`src/rtl/xor_stream_decoder.sv`:
```
// Unmasks a 16-bit word stream with a per-frame Galois LFSR keystream: 1-cycle latency, single output register.
// Backpressure: in_ready drops whenever the held output is not being taken. Optional checksum port via XOR_DEC_CHECKSUM_EN.
module xor_stream_decoder #(
    parameter int               WIDTH        = 16,
    parameter logic [WIDTH-1:0] SEED_DEFAULT = 16'hACE1,
    parameter logic [WIDTH-1:0] TAPS         = 16'hB400
) (
    input  logic             clk,
    input  logic             rst,
    input  logic             seed_load,
    input  logic [WIDTH-1:0] seed_in,
    input  logic [WIDTH-1:0] frame_len,
    input  logic             start,
    input  logic             in_valid,
    input  logic [WIDTH-1:0] in_data,
    output logic             in_ready,
    output logic             out_valid,
    output logic [WIDTH-1:0] out_data,
    output logic             out_last,
    input  logic             out_ready,
    output logic             busy,
    output logic             done
`ifdef XOR_DEC_CHECKSUM_EN
    ,
    output logic [WIDTH-1:0] checksum
`endif
);

    localparam logic [1:0] IDLE  = 2'd0;
    localparam logic [1:0] RUN   = 2'd1;
    localparam logic [1:0] DRAIN = 2'd2;
    localparam logic [1:0] DONE  = 2'd3;

    logic [1:0]       state_q, state_d;
    logic [WIDTH-1:0] seed_q, seed_d;
    logic [WIDTH-1:0] key_q, key_d;
    logic [WIDTH-1:0] count_q, count_d;
    logic [WIDTH-1:0] len_q, len_d;
    logic [WIDTH-1:0] out_data_q, out_data_d;
    logic             out_valid_q, out_valid_d;
    logic             out_last_q, out_last_d;
`ifdef XOR_DEC_CHECKSUM_EN
    logic [WIDTH-1:0] csum_q, csum_d;
`endif

    logic [WIDTH-1:0] seed_sel;
    logic [WIDTH-1:0] key_next;
    logic [WIDTH-1:0] plain;
    logic             in_hs;
    logic             out_hs;

    assign seed_sel = (seed_in == '0) ? SEED_DEFAULT : seed_in;
    assign key_next = (key_q >> 1) ^ (key_q[0] ? TAPS : '0);
    assign plain    = in_data ^ key_q;

    // Ready is combinational from out_ready so a full-rate stream needs only the one output register.
    assign in_ready = (state_q == RUN) && (!out_valid_q || out_ready) && (count_q < len_q);
    assign in_hs    = in_valid && in_ready;
    assign out_hs   = out_valid_q && out_ready;

    always_comb begin
        state_d     = state_q;
        seed_d      = seed_q;
        key_d       = key_q;
        count_d     = count_q;
        len_d       = len_q;
        out_data_d  = out_data_q;
        out_valid_d = out_valid_q;
        out_last_d  = out_last_q;
`ifdef XOR_DEC_CHECKSUM_EN
        csum_d      = csum_q;
`endif
        case (state_q)
            IDLE: begin
                if (seed_load) begin
                    seed_d = seed_sel;
                end
                if (start) begin
                    len_d   = frame_len;
                    key_d   = seed_load ? seed_sel : seed_q;
                    count_d = '0;
                    state_d = (frame_len != '0) ? RUN : DONE;
`ifdef XOR_DEC_CHECKSUM_EN
                    csum_d  = '0;
`endif
                end
            end
            RUN: begin
                if (in_hs) begin
                    out_data_d  = plain;
                    out_valid_d = 1'b1;
                    out_last_d  = (count_q == len_q - 16'd1);
                    count_d     = count_q + 16'd1;
                    key_d       = key_next;
`ifdef XOR_DEC_CHECKSUM_EN
                    csum_d      = csum_q ^ plain;
`endif
                    if (count_q == len_q - 16'd1) begin
                        state_d = DRAIN;
                    end
                end else if (out_hs) begin
                    out_valid_d = 1'b0;
                    out_last_d  = 1'b0;
                end
            end
            DRAIN: begin
                if (out_hs) begin
                    out_valid_d = 1'b0;
                    out_last_d  = 1'b0;
                    state_d     = DONE;
                end
            end
            default: begin
                state_d = IDLE;
            end
        endcase
    end

    always_ff @(posedge clk) begin
        if (rst) begin
            state_q     <= IDLE;
            seed_q      <= SEED_DEFAULT;
            key_q       <= SEED_DEFAULT;
            count_q     <= '0;
            len_q       <= '0;
            out_data_q  <= '0;
            out_valid_q <= 1'b0;
            out_last_q  <= 1'b0;
`ifdef XOR_DEC_CHECKSUM_EN
            csum_q      <= '0;
`endif
        end else begin
            state_q     <= state_d;
            seed_q      <= seed_d;
            key_q       <= key_d;
            count_q     <= count_d;
            len_q       <= len_d;
            out_data_q  <= out_data_d;
            out_valid_q <= out_valid_d;
            out_last_q  <= out_last_d;
`ifdef XOR_DEC_CHECKSUM_EN
            csum_q      <= csum_d;
`endif
        end
    end

    assign out_valid = out_valid_q;
    assign out_data  = out_data_q;
    assign out_last  = out_last_q;
    assign busy      = (state_q != IDLE);
    assign done      = (state_q == DONE);
`ifdef XOR_DEC_CHECKSUM_EN
    assign checksum  = csum_q;
`endif

endmodule

```
`config.mk`:
```
export PLATFORM = sky130hd
export DESIGN_NAME = xor_stream_decoder
export DESIGN_NICKNAME = d
export VERILOG_FILES = /design/src/rtl/xor_stream_decoder.sv
export SDC_FILE = /design/constraint.sdc
export NUM_CORES = 1
export LEC_CHECK = 0
export ABC_AREA = 1
export BUFFER_PORTS_ARGS = -buffer_cell sky130_fd_sc_hd__clkbuf_2
export CORE_MARGIN = 3
export CORE_UTILIZATION = 50
export DETAILED_ROUTE_END_ITERATION = 8
export PLACE_DENSITY = 0.78
export SKIP_CTS_REPAIR_TIMING = 1
export SLEW_MARGIN = 25
export SYNTH_ARGS = -nofsm -noshare
export SYNTH_HDL_FRONTEND = slang
export SYNTH_SLANG_ARGS = --single-unit
```
`constraint.sdc`:
```
create_clock -name clk -period 1.8 [get_ports clk]
set_input_delay 0.36 -clock clk [delete_from_list [all_inputs] [get_ports clk]]
set_output_delay 0.36 -clock clk [all_outputs]
set_load 0.01 [all_outputs]
```
* After elaboration in Yosys (flattened, before gate mapping)
Index checks and enable logic that the tools add are counted.
** Storage, ports and cells
- Flip-flop bits (word level) :: 84
- Bits in latches :: 0
- Logic and storage cells :: 58
- Memories :: 0
- Memory bits (read-only) :: 0
- Memory bits (writable) :: 0
- Input bits :: 54
- Output and inout port bits :: 21
** Cells by class
- Multipliers :: 0
- Add/sub/neg operators :: 2
- Div/mod/pow operators :: 0
- Bitwise gates (word level) :: 2
- Reduce and logical (&&, ||, !) cells :: 16
- Equality and inequality tests :: 8
- $lt $le $gt $ge :: 1
- Shift-type cells :: 0
- Multiplexer cells :: 21
** Operator list (number)
- 2-to-1 mux 16 bit :: 7
- one-hot mux 16 bit (2 select lines) :: 2
- adder 16 x 1 -> 16 bit (second input constant) :: 1
- equality test 16 bit :: 1
- zero test 16 bit :: 1
- less-than comparator 16 bit :: 1
- nonzero test 16 bit :: 1
- subtractor 16 x 1 -> 16 bit (second input constant) :: 1
- bitwise XOR 15 x 16 -> 16 bit :: 1
- bitwise XOR 16 bit :: 1
- 2-to-1 mux 2 bit :: 5
- inequality test 2 bit (second input constant) :: 3
- one-hot mux 2 bit (3 select lines) :: 1
- nonzero test 2 bit :: 3
- equality test 2 bit (second input constant) :: 2
- logical AND 1 bit :: 4
- 2-to-1 mux 1 bit :: 4
- one-hot mux 1 bit (2 select lines) :: 2
- AND reduction 2 bit :: 2
- AND reduction 4 bit :: 1
- AND reduction 3 bit :: 1
- equality test 2 x 1 -> 1 bit (second input constant) :: 1
- zero test 2 bit :: 1
- inequality test 2 x 1 -> 1 bit (second input constant) :: 1
- 2 further kinds :: 2

* Depth between registers and ports, before layout
Gate-level depths: netlist of run 1.
- Depth after elaboration :: 7
- Depth in mapped cells :: 17
- Gate-level depth less buffers :: 17

* Least setup slack after synthesis of run 1
OpenSTA, ideal clock, no wires.
- Path type :: reg-to-reg
- From :: register len_q[9]
- To :: register key_q[10]
- Buffers on the path :: 2
- Cell stages (with the launch flop) :: 15
- Arrival time :: 1.814 ns
- Required time :: 1.685 ns
- Path slack :: -0.129 ns
- Cells stage by stage :: dfxtp_1 inv_1 ha_1 nand2_1 inv_1 o21ai_0 a21oi_1 nor2_1 nand3_1 o21ai_2 nand2_2 buf_6 buf_6 a21oi_1 nand2_1
** On the way
- Cells in the longest elaborated chain, start to end :: 5
** RTL lines
- from (decl) :: RTL line 38 : logic [WIDTH-1:0] len_q, len_d;
- from (signal assigned) :: RTL line 137 : len_q <= len_d;
- less-than comparator 16 bit :: RTL line 57 : assign in_ready = (state_q == RUN) && (!out_valid_q || out_ready) && (count_q < len_q);
- logical AND 1 bit :: RTL line 57
- logical AND 1 bit :: RTL line 58 : assign in_hs = in_valid && in_ready;
- inequality test 2 bit (no line)
- AND reduction 3 bit (no line)
- to (signal assigned) :: RTL line 135 : key_q <= key_d;
- to (decl) :: RTL line 36 : logic [WIDTH-1:0] key_q, key_d;
Every way passes these cells.
A chain may end at the register's enable or synchronous reset.

* Final worst setup path of run 1
- From :: register len_q[15]
- To :: output port in_ready
** On the way
- Cells in the longest elaborated chain, start to end :: 2
** RTL lines
- less-than comparator 16 bit :: RTL line 57
- logical AND 1 bit :: RTL line 57
- to (decl) :: RTL line 16 : output logic in_ready,
Every way passes these cells.

==> run metrics, run 1 <==
Final setup violation count=52; CTS tree=done; cell taking the most area after synthesis=dfxtp_1; area of the multi-input gates=3470 sq um; Vias=5946; Final Cycle Share=125%; vias in the first global route=5004; fraction of registers with async set/reset=0%; PnR worst setup slack=-451 ps; clock sinks=84; Yosys cell types=33; Util after Layout=76.7%; H-tree depth=3; critical path class=flip-flop to output port; met3 routed WL=between 1 and 1.5 mm; Max-cap violations=0; Core Area=9370 sq um; Slew headroom=64.2%; global-route wire length before repair=22.7 mm; final hold vios=0; Top FF cell, synth=dfxtp_1; Port Buffers=74; n_diodes=0; HPWL Detailed=10.3 mm; #FFs+latches synth=84; share of cells above drive strength 1=40.1%; CTS Buffer Depth=2; synth top area cells=dfxtp_1 34%, nand2_1 12%, o21ai_0 8.6%, a21oi_1 8.5%, ha_1 5.6%; die area=11000 sq um; effective utilization at floorplan=52.3%; # IOs=75; Top Metal Used=met4; VDD IR max=1010 uV; HP Class=input pin to flip-flop; Overall Global Routing Usage=25.0%; Crit. End Element=output port; top-count cell post-synth=nand2_1; Setup Skew=12.6 ps; Clock Latency Late Sink=390 ps; WP data required=1440 ps; wire length on met1=6.84 mm; GP Congestion=0.912; Final Critical Period=approximately 2300 ps; Total Wirelength=approximately 18 mm; Starting DRT DRC Count=614; synthesized cell area=4900 sq um; leakage=3.20 nW; final count of pins violating max slew=0; share of the synthesized area in the top cell type=34.3%; Layout area overhead=46.7%; Final Non-Filler Cells=between 1000 and 1500; status=finished with violations; crit path DAT=1890 ps; EDFF count, synth=0; ANT nets after route=0; drc violations=0; cts bufs inserted=9; Seq/Total Area, Yosys=34.3%; via/cell ratio=slightly below 6; synthesized instance count=721; syn_nets=approximately 800; Clock Root Buffer=clkbuf_8; placed cells=963; Crit Path Max Fanout=3; Reg2Reg Setup Slack=-450 ps; Fill cells=approximately 610; Seq. cell area=1710 sq um; Commonest cells post-synth=160 x nand2_1, 84 x dfxtp_1, 84 x o21ai_0, 83 x a21oi_1, 65 x inv_1; largest net degree at the start of global routing=40; drt pass-1 iters=5; Clock transition at path regs=90 ps; Die X=105 microns; Die Span Y=105 microns; Core Rows=35; Power per Cell Area=1660 nW/um^2; DR WL/cell=18.3 microns; Post-Syn Area per Cell=just under 7 sq um; failing checks=negative setup slack; crit path launch type=flip-flop; nets@finish=between 900 and 1000; hold_ws=258 ps; metal2 WL=9.05 mm; Worst Tran Pin Value=between 500 and 600 ps; initial antenna violation count=0; total gr overflow=0; maximum clock rate=444 MHz; unrepaired setup endpoints after global routing=true; Pwr Total=0.0120 W; YS warnings=0
per-stage QoR:
step | worst slack [ps] | setup TNS, ps | area [sq um]
floorplan | -25.9 | -66.2 | 4980
global placement | -278 | -9520 | 5950
detailed placement | -389 | -13000 | 5950
CTS | -488 | -14590 | 6180
global route | -546 | -19750 | 7190
finish | -451 | -15120 | 7190
cells by family (layout without fill, tap and decap cells):
| family | count (synthesis) | count (layout) | share of synthesized area (%) |
|---|---|---|---|
| AOI/OAI and AO/OA | 182 | 182 | 19.6 |
| xor gates and xnor gates | 37 | 37 | 6.61 |
| adders and majority gates | 22 | 22 | 5.62 |
| buffers and inverters | 104 | 255 | 8.63 |
| DFF | 84 | 84 | 34.3 |
| and+or+nand+nor | 292 | 292 | 25.3 |
worst paths after layout:
kind                                  from  cells past startpoint           to
worst max register to register   len_q[15]                     15   count_q[5]
worst max-delay path             len_q[15]                      9     in_ready
worst min register to register  seed_q[15]                      2   seed_q[15]
worst min-delay path            in_data[8]                      3  out_data[8]
placed cells by master (no fill, tap or decap), types with 10 or more instances in the layout:
cell type and instances:
nand3_1 24, nor2_2 10, nand2_2 19, a21oi_1 54, xor2_1 14, nand4_1 10, buf_4 71, nor2_1 48
a21oi_2 28, nand2_1 128, dfxtp_2 18, inv_1 51, clkbuf_2 73, o21ai_2 17, xnor2_1 23, nand2_4 14
inv_2 14, nand3b_1 11, ha_4 12, dfxtp_1 64, o21ai_0 60
worst max-delay path, stage by stage (launching register included):
cell	delay [ps]
dfxtp_2	350
inv_2	50
ha_4	270
nand2_2	50
inv_2	70
nand3_2	110
nor2_2	200
nand2_2	100
and2_4	180
buf_6	110
final cells by class:
class	count	share of cell area (%)
flip-flops and latches	84	23.8
clock inverters	6	1.32
multi-input cells	533	48.3
repair buffers	165	17.7
well taps	129	2.24
inverters	69	3.95
clock buffers	10	1.77
repair inverters	5	0.957
power by group:
part	switching, W	leakage [nW]	total (W)	internal (W)
logic	0.00423	2.39	0.00741	0.00319
clock network	0.000816	0.105	0.00161	0.000797
registers	0.000504	0.698	0.00294	0.00243
metal layers:
layer,GRT usage [%],vias to the layer above
met4,8.25,0
met2,44.4,372
met1,29.9,2797
met5,0,-
li1,-,2680
met3,5.06,97
flip-flops by register name (all words and copies together) (netlist names):
register	count
out_data	16
key_q	16
len_q	16
state_q	2
out_last	1
seed_q	16
count_q	16
out_valid	1
(Power assumes the default switching activity.)
==> run 2: changes to the inputs <==
- REMOVE_ABC_BUFFERS: not set -> 1
==> run metrics, run 2 (same netlist as run 1, synthesis figures left out) <==
status=finished with violations; failing checks=negative setup slack; Final Critical Period=2120 ps (-129 ps); Port Buffers=74 (unchanged); final hold vios=0 (unchanged); FF-to-FF Start=len_q[9]; Fill cells=815 (+34%); placed cell area=5870 sq um (-1.4%); Final Cycle Share=118% (-7.2 points); min-delay src=in_data[5]; n_diodes=0 (unchanged); worst hold endpoint=out_data[5]; leakage=2.92 nW (-8.7%); critical path class=flip-flop to output port; post-route cell area=6370 sq um (-11%); Slew headroom=64.9% (+0.74 points); R2R depth=16 (+1); Worst Tran Pin Value=526 ps (-5.51 ps); CTS tree=done; Overall Global Routing Usage=24.2% (-0.73 points); via/cell ratio=5.41 (-8.9%); commonest non-fill, non-tap cell in the layout=nand2_1; HP Class=input pin to flip-flop; H-tree depth=3 (unchanged); Seq. cell area=1700 sq um (-0.88%); die area=11000 sq um (unchanged); PnR worst setup slack=-323 ps (+129 ps); Vias=5349 (-10%); Power per Cell Area=1490 nW/um^2 (-10%); global-route wire length before repair=22.3 mm (-1.8%); Total Wirelength=13.9 mm (-24%); Clock Root Buffer=clkbuf_8; GP Congestion=0.911 (about the same); Crit Path Max Fanout=4 (+1); Starting DRT DRC Count=400 (-35%); largest net degree at the start of global routing=48 (+20%); Core Area=9370 sq um (unchanged); Die Span Y=105 microns (unchanged); maximum clock rate=471 MHz (+6.1%); HPWL Detailed=9.84 mm (-4.1%); hold_ws=274 ps (+16.4 ps); share of cells above drive strength 1=27.7% (-12 points); drc violations=0 (unchanged); Layout area overhead=30.0%; Setup Skew=11.7 ps (-0.959 ps); Clock Latency Late Sink=370 ps (-20 ps); Die X=105 microns (unchanged); most frequent cells in the layout=154 x nand2_1, 81 x o21ai_0, 78 x a21oi_1, 77 x buf_4; drt pass-1 iters=5 (unchanged); Final Non-Filler Cells=988 (-1.3%); Crit. End Element=output port; Core Rows=35 (unchanged); final count of pins violating max slew=0 (unchanged); VDD IR max=830 uV (-18%); unrepaired setup endpoints after global routing=true; total gr overflow=0 (unchanged); ANT nets after route=0 (unchanged); Clock transition at path regs=90 ps (about the same); initial antenna violation count=0 (unchanged); area of the multi-input gates=2980 sq um (-14%); nets@finish=930 (-1.4%); Reg2Reg Setup Slack=-220 ps (+230 ps); cts bufs inserted=9 (unchanged); WP data required=1440 ps (about the same); vias in the first global route=4978 (-0.52%); # IOs=75 (unchanged); clock sinks=84 (unchanged); crit path launch type=flip-flop; crit path DAT=1760 ps (-130 ps); Final setup violation count=52 (unchanged); CTS Buffer Depth=2 (unchanged); placed cells=964 (+0.10%); Max-cap violations=0 (unchanged); Hold Path Depth=3 (unchanged); Worst R2R End=state_q[0]; effective utilization at floorplan=52.3% (unchanged); DR WL/cell=14.1 microns (-23%)
-- run 2: cell types whose count changed in the layout (fill, tap and decap cells not counted), moves of 8 or more --
cell / previous run / this run
o21ai_0: 60 / 81
nand2_1: 128 / 154
o21ai_2: 17 / 2
a21oi_1: 54 / 78
dfxtp_1: 64 / 72
nand2_4: 14 / 0
nand2_2: 19 / 7
a21oi_2: 28 / 5
-- run 2: worst max-delay path by stage --
stage,slack [ps],start,depth (start not counted),endpoint
after floorplan,-940,state_q[0],8,key_q[0]
after global placement,-160,len_q[3],15,state_q[1]
after detailed placement,-250,len_q[7],14,out_data[14]
after CTS,-410,len_q[7],10,in_ready
after global routing,-410,len_q[14],13,out_data[14]
final,-320,len_q[6],8,in_ready
-- run 2: per-layer routing --
layer,wire (microns),part of all wire (%),track usage [%],up-vias
li1,-,-,-,2655
met1,6040,43,30.7,2481
met2,6790,49,41.5,192
met3,846,6.1,4.82,21
met4,220,1.6,7.22,0
met5,0,0,0,-
-- run 2: power by group --
| group | internal (W) | switching [W] |
|---|---|---|
| logic | 0.00229 | 0.00300 |
| registers | 0.00242 | 0.000388 |
| clock network | 0.000657 | 0.000756 |
-- run 2: critical path: stages (launching register included) --
cell	delay [ps]
dfxtp_2	360
inv_1	70
ha_1	280
nand2_1	80
o21a_1	210
nand2_2	60
nand2_2	50
and2_4	160
buf_6	110
-- run 2: final cells by class --
type / instances / area share, %
multi-input combinational: 533 / 46.7
sequential: 84 / 26.6
timing repair buffer: 157 / 16.9
inverter: 69 / 4.12
tap: 129 / 2.53
clock buffer: 10 / 2.00
clock inverter: 6 / 1.12
-- run 2: metrics by stage --
step,TNS [ps],utilization [%],worst slack [ps],power (W)
after global routing,-16670,68.0,-407,0.0102
after detailed placement,-9020,62.7,-247,0.00740
after global placement,-5140,62.7,-162,0.00718
after CTS,-11060,64.8,-414,0.00881
after floorplan,-34410,-,-943,0.00553
final,-7280,68.0,-323,0.00951
==> run 3: changes to the inputs <==
- CORE_MARGIN: 3 -> 2
==> run metrics, run 3 (same netlist as run 1, synthesis figures left out) <==
Switching Fraction=44.1% (+0.49 points); leakage=3.20 nW (+9.6%); Reg2Reg Setup Slack=-340 ps (-120 ps); initial antenna violation count=0 (unchanged); effective utilization at floorplan=50.9% (-1.5 points); VDD IR max=1090 uV (+31%); PnR worst setup slack=-369 ps (-46.8 ps); n_diodes=0 (unchanged); Starting DRT DRC Count=349 (-13%); vias in the first global route=4902 (-1.5%); Power Internal=0.00617 W (+15%); worst hold endpoint=out_data[5]; nets@finish=942 (+1.3%); Final setup violation count=53 (+1.9%); Worst R2R End=key_q[11]; Final Cycle Share=121% (+2.6 points); crit path DAT=1810 ps (+50 ps); Die Span Y=103 microns (-1.9%); Layout area overhead=40.7%; Die X=103 microns (-1.9%); clock share of power=12.8% (-2.1 points); die area=10600 sq um (-3.8%); Clock Root Buffer=clkbuf_8; drt pass-1 iters=5 (unchanged); global-route wire length before repair=21.7 mm (-2.8%); # IOs=75 (unchanged); Clock Latency Late Sink=380 ps (about the same); cell at the slowest stage of the critical path=dfxtp_2; via/cell ratio=5.53 (+2.1%); Pwr Total=0.0110 W (+16%); min-delay src=in_data[5]; most frequent cells in the layout=132 x nand2_1, 78 x buf_4, 73 x o21ai_0, 73 x clkbuf_2, 71 x dfxtp_1; HPWL Detailed=9.79 mm (-0.45%); ANT nets after route=0 (unchanged); final count of pins violating max slew=0 (unchanged); Total Wirelength=15.8 mm (+14%); Slew headroom=63.9% (-0.99 points); Overall Global Routing Usage=25.6% (+1.4 points); CTS tree=done; Setup Skew=17.9 ps (+6.24 ps); HP Class=input pin to flip-flop; setup TNS=-11930 ps (-4650 ps); cts bufs inserted=9 (unchanged); WP data required=1440 ps (about the same); commonest non-fill, non-tap cell in the layout=nand2_1; Worst Tran Pin Value=541 ps (+14.8 ps); maximum clock rate=461 MHz (-2.2%); GP Congestion=0.911 (unchanged); Crit. End Element=output port; clock sinks=84 (unchanged); Crit Path Max Fanout=3 (-1); drc violations=0 (unchanged); final hold vios=0 (unchanged); Clock transition at path regs=100 ps (about the same); failing checks=negative setup slack; unrepaired setup endpoints after global routing=true; CTS Buffer Depth=2 (unchanged); family with the most delay on the worst path=simple AND/OR/NAND/NOR gates; crit path launch type=flip-flop; Flop pwr share=25.6% (-3.9 points); CP Cell Sequence=inv_4, ha_4, inv_2, nor2_4, o21bai_4, nand2_1, nand2_1, nand2_2, nand2_2, and2_4, buf_6; Core Area=9640 sq um (+2.9%); Final Critical Period=2170 ps (+46.8 ps); DR WL/cell=15.7 microns (+12%); critical path class=flip-flop to output port; largest net degree at the start of global routing=36 (-25%); Port Buffers=74 (unchanged); H-tree depth=3 (unchanged); hold_ws=265 ps (-9.00 ps); FF-to-FF Start=len_q[1]; Power per Cell Area=1600 nW/um^2 (+7.3%); crit-path max cell delay=370 ps (about the same); Max-cap violations=0 (unchanged); Fill cells=734 (-9.9%); Buf/Inv on CP=3 (+1); R2R depth=16 (unchanged); Vias=5550 (+3.8%); total gr overflow=0 (unchanged); status=finished with violations; Core Rows=36 (+2.9%); P_sw=0.00487 W (+17%); combinational power share=61.6% (+6.0 points); Hold Path Depth=3 (unchanged); share of cells above drive strength 1=33.5% (+5.8 points)
## run 3: worst max path at each step
stage,start,endpoint,slack (ps),cells past startpoint
2_1_floorplan,state_q[0],key_q[0],-940,8
3_3_place_gp,len_q[0],state_q[1],-200,16
3_5_place_dp,len_q[0],state_q[1],-300,17
4_1_cts,len_q[9],in_ready,-420,9
5_1_grt,len_q[1],key_q[14],-460,16
6_report,len_q[1],in_ready,-370,11
## run 3: layout make-up
class                      instances  area, sq um  area share, %
sequential                        84         1700           24.6
clock buffer                      10          128           1.85
clock inverter                     6         71.3           1.03
timing repair buffer             169         1310           19.0
inverter                          69          274           3.97
multi-input combinational        533         3250           47.2
tap                              133          166           2.41
## run 3: power groups by stage
| stage | sequential (W) | combinational (W) | clock, W |
|---|---|---|---|
| finish | 0.00282 | 0.00681 | 0.00141 |
| global route | 0.00287 | 0.00735 | 0.00150 |
| CTS | 0.00277 | 0.00475 | 0.00142 |
| detailed placement | 0.00280 | 0.00473 | 0 |
| global placement | 0.00278 | 0.00452 | 0 |
| floorplan | 0.00280 | 0.00273 | 0 |
## run 3: through the flow
step / instance area, sq um / std cells / worst slack, ps / util, %
2_1_floorplan: 4740 / 686 / -943 / -
3_3_place_gp: 5900 / 970 / -198 / 61.3
3_5_place_dp: 5900 / 970 / -297 / 61.3
4_1_cts: 6100 / 986 / -418 / 63.3
5_1_grt: 6900 / 1004 / -464 / 71.5
6_report: 6900 / 1004 / -369 / 71.5
## run 3: metal layers
metal / track usage [%] / share of wire [%] / vias to the layer above
li1: - / - / 2674
met5: 0 / 0 / -
met4: 8.10 / 2.7 / 0
met2: 43.8 / 50 / 248
met1: 32.6 / 41 / 2582
met3: 5.08 / 6.5 / 46
## run 3: tightest hold or removal path, cell delays in order
cell and delay (ps):
clkbuf_2 80, xnor2_1 100, a21oi_1 60
